$ cat src/rtl/data_sync_mc_if.sv
// data_sync_mc_if: per-channel enable/data/handshake bundle for data_sync_mc.
interface data_sync_mc_if #(
   parameter int NUM_CHANNELS = 2,
   parameter int BUS_WIDTH = 8
);
   logic [NUM_CHANNELS-1:0] bus_enable;
   logic [NUM_CHANNELS*BUS_WIDTH-1:0] unsync_bus;
   logic [NUM_CHANNELS-1:0] sync_ack;
   logic [NUM_CHANNELS-1:0] overrun_clr;
   logic [NUM_CHANNELS*BUS_WIDTH-1:0] sync_bus;
   logic [NUM_CHANNELS-1:0] enable_pulse;
   logic [NUM_CHANNELS-1:0] sync_valid;
   logic [NUM_CHANNELS-1:0] overrun;
   modport master (
      output bus_enable, unsync_bus, sync_ack, overrun_clr,
      input sync_bus, enable_pulse, sync_valid, overrun
   );
   modport slave (
      input bus_enable, unsync_bus, sync_ack, overrun_clr,
      output sync_bus, enable_pulse, sync_valid, overrun
   );
endinterface

$ cat src/rtl/data_sync_mc.sv
// data_sync_mc: multi-channel enable-qualified bus synchronizer with valid/ack hold.
// Sticky overrun tracking is built only when DATA_SYNC_OVERRUN_EN is defined.
module data_sync_mc #(
   parameter int NUM_CHANNELS = 2,
   parameter int BUS_WIDTH = 8,
   parameter int NUM_STAGES = 2,
   parameter int EN_MODE = 0
) (
   input logic CLK,
   input logic RST,
   data_sync_mc_if.slave io
);
   if (NUM_STAGES < 2) begin : g_bad_stages
      $error("data_sync_mc: NUM_STAGES must be >= 2");
   end
   logic [NUM_CHANNELS-1:0][NUM_STAGES-1:0] sync_q, sync_d;
   logic [NUM_CHANNELS-1:0][BUS_WIDTH-1:0] bus_q, bus_d;
   logic [NUM_CHANNELS-1:0] en_prev_q, en_prev_d;
   logic [NUM_CHANNELS-1:0] pulse_q, pulse_d;
   logic [NUM_CHANNELS-1:0] valid_q, valid_d;
   logic [NUM_CHANNELS-1:0] ovr_q, ovr_d;
   logic [NUM_CHANNELS-1:0] qual;
   always_comb begin
      for (int c = 0; c < NUM_CHANNELS; c++) begin
         sync_d[c] = {sync_q[c][NUM_STAGES-2:0], io.bus_enable[c]};
         en_prev_d[c] = sync_q[c][NUM_STAGES-1];
         qual[c] = (EN_MODE == 1) ? (sync_q[c][NUM_STAGES-1] ^ en_prev_q[c])
                                  : (sync_q[c][NUM_STAGES-1] & ~en_prev_q[c]);
         bus_d[c] = qual[c] ? io.unsync_bus[c*BUS_WIDTH +: BUS_WIDTH] : bus_q[c];
         pulse_d[c] = qual[c];
         valid_d[c] = qual[c] | (valid_q[c] & ~io.sync_ack[c]);
`ifdef DATA_SYNC_OVERRUN_EN
         // a capture that lands on unacked data sets the flag; set beats clear
         ovr_d[c] = (qual[c] & valid_q[c] & ~io.sync_ack[c]) | (ovr_q[c] & ~io.overrun_clr[c]);
`else
         ovr_d[c] = 1'b0;
`endif
      end
   end
`ifndef DATA_SYNC_OVERRUN_EN
   logic unused_clr;
   assign unused_clr = ^io.overrun_clr;
`endif
   always_ff @(posedge CLK) begin
      if (!RST) begin
         sync_q <= '0;
         en_prev_q <= '0;
         bus_q <= '0;
         pulse_q <= '0;
         valid_q <= '0;
         ovr_q <= '0;
      end else begin
         sync_q <= sync_d;
         en_prev_q <= en_prev_d;
         bus_q <= bus_d;
         pulse_q <= pulse_d;
         valid_q <= valid_d;
         ovr_q <= ovr_d;
      end
   end
   assign io.sync_bus = bus_q;
   assign io.enable_pulse = pulse_q;
   assign io.sync_valid = valid_q;
   assign io.overrun = ovr_q;
endmodule
$ cat src/flat_wrapper.sv
// flat-port wrapper written by rule: the top's interface ports become plain ports
module data_sync_mc_flat 
#(
   parameter int NUM_CHANNELS = 2,
   parameter int BUS_WIDTH = 8,
   parameter int NUM_STAGES = 2,
   parameter int EN_MODE = 0
)
  (CLK, RST, io_bus_enable, io_unsync_bus, io_sync_ack, io_overrun_clr, io_sync_bus, io_enable_pulse, io_sync_valid, io_overrun);
  data_sync_mc_if #(.NUM_CHANNELS(NUM_CHANNELS), .BUS_WIDTH(BUS_WIDTH)) io_i ();
  input logic CLK;
  input logic RST;
  input wire logic [$bits(io_i.bus_enable)-1:0] io_bus_enable;
  input wire logic [$bits(io_i.unsync_bus)-1:0] io_unsync_bus;
  input wire logic [$bits(io_i.sync_ack)-1:0] io_sync_ack;
  input wire logic [$bits(io_i.overrun_clr)-1:0] io_overrun_clr;
  output wire logic [$bits(io_i.sync_bus)-1:0] io_sync_bus;
  output wire logic [$bits(io_i.enable_pulse)-1:0] io_enable_pulse;
  output wire logic [$bits(io_i.sync_valid)-1:0] io_sync_valid;
  output wire logic [$bits(io_i.overrun)-1:0] io_overrun;
  assign io_i.bus_enable = io_bus_enable;
  assign io_i.unsync_bus = io_unsync_bus;
  assign io_i.sync_ack = io_sync_ack;
  assign io_i.overrun_clr = io_overrun_clr;
  assign io_sync_bus = io_i.sync_bus;
  assign io_enable_pulse = io_i.enable_pulse;
  assign io_sync_valid = io_i.sync_valid;
  assign io_overrun = io_i.overrun;
  data_sync_mc #(.NUM_CHANNELS(NUM_CHANNELS), .BUS_WIDTH(BUS_WIDTH), .NUM_STAGES(NUM_STAGES), .EN_MODE(EN_MODE)) u_core (.CLK(CLK), .RST(RST), .io(io_i));
endmodule
$ cat config.mk
export PLATFORM = sky130hd
export DESIGN_NAME = data_sync_mc_flat
export DESIGN_NICKNAME = d
export VERILOG_FILES = /design/src/rtl/data_sync_mc_if.sv /design/src/rtl/data_sync_mc.sv /design/src/flat_wrapper.sv
export SDC_FILE = /design/constraint.sdc
export NUM_CORES = 1
export LEC_CHECK = 0
export ABC_CLOCK_PERIOD_IN_PS = 1800
export CAP_MARGIN = 10
export CORE_UTILIZATION = 35
export DETAILED_ROUTE_END_ITERATION = 8
export PLACE_DENSITY = 0.72
export REMOVE_ABC_BUFFERS = 1
export SKIP_CTS_REPAIR_TIMING = 1
export SKIP_LAST_GASP = 1
export SYNTH_ARGS = -nofsm -noshare
export SYNTH_HDL_FRONTEND = slang
export SYNTH_SLANG_ARGS = --single-unit
export TNS_END_PERCENT = 5
$ cat constraint.sdc
create_clock -name CLK -period 1.8 [get_ports CLK]
set_clock_uncertainty 0.15 [all_clocks]
set_input_delay 0.36 -clock CLK [delete_from_list [all_inputs] [get_ports CLK]]
set_output_delay 0.36 -clock CLK [all_outputs]
set_load 0.01 [all_outputs]
Word-level counts from Yosys, hierarchy flattened
Cells that the tools add are included.
- flip-flop bits (word level): 26
- logic and storage cells: 17
- bitwise gates (word level): 10
- operators with widths (kind ; count):
    bitwise AND 1 bit ; 4
    NOT 1 bit ; 4
    bitwise OR 1 bit ; 2

Logic depth before layout (Yosys ltp)
- word-level depth: 3
- depth in mapped cells: 3

Least setup slack after synthesis
Ideal clock, no wire load.
- path type: reg2reg
- from: register u_core.sync_q (netlist bit u_core.en_prev_d[0])
- to: register u_core.valid_q[0] (netlist: u_core.io.sync_valid[0])
- data arrival time: 736 ps
- required time: 1535 ps
- slack: 799 ps
- cell stages (with the launch flop): 4
- period minus slack after synthesis: 1001 ps
- path through: dfxtp_1 > nor2b_1 > buf_4 > o21a_1
- cells in the longest elaborated chain, start to end: 2
- RTL lines (what ; RTL line ; source):
    from (decl) ; data_sync_mc.sv:16 ; logic [NUM_CHANNELS-1:0][NUM_STAGES-1:0] sync_q, sync_d;
    from (signal assigned) ; data_sync_mc.sv:53 ; sync_q <= sync_d;
    bitwise AND 1 bit ; data_sync_mc.sv:28 ; : (sync_q[c][NUM_STAGES-1] & ~en_prev_q[c]);
    bitwise OR 1 bit ; data_sync_mc.sv:31 ; valid_d[c] = qual[c] | (valid_q[c] & ~io.sync_ack[c]);
    to (signal assigned) ; data_sync_mc.sv:57 ; valid_q <= valid_d;
    to (decl) ; data_sync_mc.sv:20 ; logic [NUM_CHANNELS-1:0] valid_q, valid_d;
No other way between the ends.
A chain may end at the register's enable or synchronous reset.

Final worst setup path
- from: register u_core.bus_q (netlist bit u_core.io.sync_bus[7])
- to: output port io_sync_bus[7]
- RTL lines (what ; RTL line ; source):
    from (decl) ; data_sync_mc.sv:17 ; logic [NUM_CHANNELS-1:0][BUS_WIDTH-1:0] bus_q, bus_d;
    from (signal assigned) ; data_sync_mc.sv:55 ; bus_q <= bus_d;
    to (decl) ; flat_wrapper.sv:17 ; output wire logic [$bits(io_i.sync_bus)-1:0] io_sync_bus;
No word-level cell between the ends.

==> flow_summary.toml <==
[layout]
n_antenna_cell = 0
final_nets = 163
fin_util = 0.5620
final_cell_area_um2 = 1418
syn2layout_area_growth_pct = 50.07
drive_gt1_frac = 0.05072

[clock_tree]
cts_max_level = 1
clkTransAtPathRegs_ns = 0.13
cts_root_buffer = "clkbuf_4"
clockBufferDepth = 2
worstSkewPairLatency_ns = 0.31
cts_sinks = 26
cts_tree = "yes"
numCtsBuffers = 3

[floorplan]
io-pin-count = 46
die-area_um2 = 2911
start_util = 0.3745
fp.dieH_um = 53.95
fp.dieW_um = 53.95
row_count = 18
coreArea_um2 = 2522

[setup_path]
crit_buf_inv = 1
crit_family = "buffers and inverters"
critPathArrivalTime_ns = 1.22
cp_cell_sequence = "clkdlybuf4s50_1"
startpoint_type = "register"
path_class = "reg -> out"
worstPathRequired_ns = 1.29
crit_path_end_kind = "primary output"
crit_slowest_cell = "clkdlybuf4s50_1"
path_max_fanout = 2
rr_worst_depth = 3
cp.depth = 1
cpPeakStageDelay_ns = 0.55

[global_route]
grt-busiest-layer = "met2"
overflow = 0
gr-usage-met2 = 0.2016
grt_max_degree = 42
grt_pass1_wl_um = 2656
track_usage = 0.1276
grt_pass1_vias = 666
antenna_found_initial = 0
gr-usage-met1 = 0.1455
gr-usage-met3 = 0.04520

[power_and_ir_drop]
power.switching_mw = 0.2182
p_clk_frac = 0.275
p_comb_frac = 0.136
sw_frac_of_total = 0.2123
p_leak_nw = 0.5437
ir_worst_vdd_v = 0.0004055
power_frac_seq = 0.588
power_density_nw_per_um2 = 724.8
internal_power_mw = 0.8093

[route]
drtIter0Drc = 0
ant_nets = 0
vias = 744
drt_first_pass_iters = 1
routed_wl_um = 1720
routedWlPerCell_um = 10.24
drc = 0
vias_per_cell = 4.429

[timing]
fin_crit_sh = 0.9593
min_period_ns = 1.727
max_freq_ghz = 0.5791
setup-violations-final = 0
hold_violations = 0
setup_ws_ns = 0.07322
timing.setup.tns_ns = 0
finalMaxSlewViolations = 0
grt_setup_unrepaired = "false"

[synth]
ys_types = 9
ys_seq_elements = 26
syn_area_per_cell_um2 = 9.739
synth_top_area_cell = "dfxtp_1"
yosys_warnings = 0
synth_area_um2 = 944.7
syn_inst = 97
ys_seq_area_frac = 0.5510
synth_top_area_frac = 0.5510
synthTopCellsByArea = "dfxtp_1, mux2i_1, nand2_1"

[placed_design]
gp_congestion = 0.5899
place_area_um2 = 1381
dp_hpwl_um = 1251
port_buffers = 41
dpl_worst_slack_ns = 0.2370

[min_path]
hold_depth = 1
hp-class = "reg -> reg"

[run_status]
outcome = "finished clean"

[job]
max_cap_violations = 0
## state kept, by name (all words and copies together), names as in the netlist
register	count
u_core.io.sync_valid	2
u_core.sync_d	2
u_core.io.sync_bus	16
u_core.en_prev_q	2
u_core.en_prev_d	2
u_core.io.enable_pulse	2
## per-layer routing
metal / vias to the layer above / share of wire
li1: 383 / -
met3: 2 / 0.12
met2: 37 / 0.41
met1: 322 / 0.46
met5: - / 0
met4: 0 / 0.0064
## stage by stage
stage               hold WS (ns)  total power, mW  std cells
floorplan                 0.2424           0.6600         90
global route              0.3137            1.082        168
CTS                       0.2833            1.048        168
finish                    0.2795            1.027        168
detailed placement        0.2547           0.7595        164
global placement          0.2533           0.7561        164
## kinds of logic (layout without fill, tap and decap cells)
group / after synthesis / after routing / synth area share
other: 1 / 2 / 0.003970
AOI/OAI and AO/OA: 2 / 2 / 0.01589
DFF: 26 / 26 / 0.5510
muxes: 16 / 16 / 0.1695
buffers and inverters: 8 / 48 / 0.05298
and+or+nand+nor: 44 / 44 / 0.2066
## layout by cell type (no fill, tap or decap)
cell type         n
nor2b_1           5
nand2_1          32
buf_4             2
conb_1            2
clkdlybuf4s50_1  41
o21a_1            2
buf_12            1
and2_1            7
clkbuf_4          3
clkbuf_8          1
dfxtp_1          26
mux2i_1          16
## cell type report
class                   count  area (um2)
clock buffers               4       36.28
repair buffers             44       445.4
fillers                   250        1105
well taps                  30       37.54
multi-input cells          64       377.9
flip-flops and latches     26       520.5
## synth_stat cells
library cell and number:
buf_4 4, buf_2 4, dfxtp_1 26, mux2i_1 16
nand2_1 32, and2_1 7, nor2b_1 5, o21a_1 2
conb_1 1
## final timing paths
path	startpoint	to	slack [ns]
worst min-delay path	u_core.en_prev_q[1]	u_core.io.enable_pulse[1]	0.28
worst max-delay path	u_core.io.sync_bus[7]	io_sync_bus[7]	0.07
worst min register to register	u_core.en_prev_q[1]	u_core.io.enable_pulse[1]	0.28
worst max register to register	u_core.en_prev_d[0]	u_core.io.sync_bus[1]	0.71
## power groups by stage
stage,clock network [mW],logic (mW),registers (mW)
floorplan,0,0.0360,0.624
global placement,0,0.140,0.616
detailed placement,0,0.142,0.618
CTS,0.300,0.143,0.605
global route,0.321,0.153,0.607
finish,0.283,0.140,0.604
(Power assumes the default switching activity.)
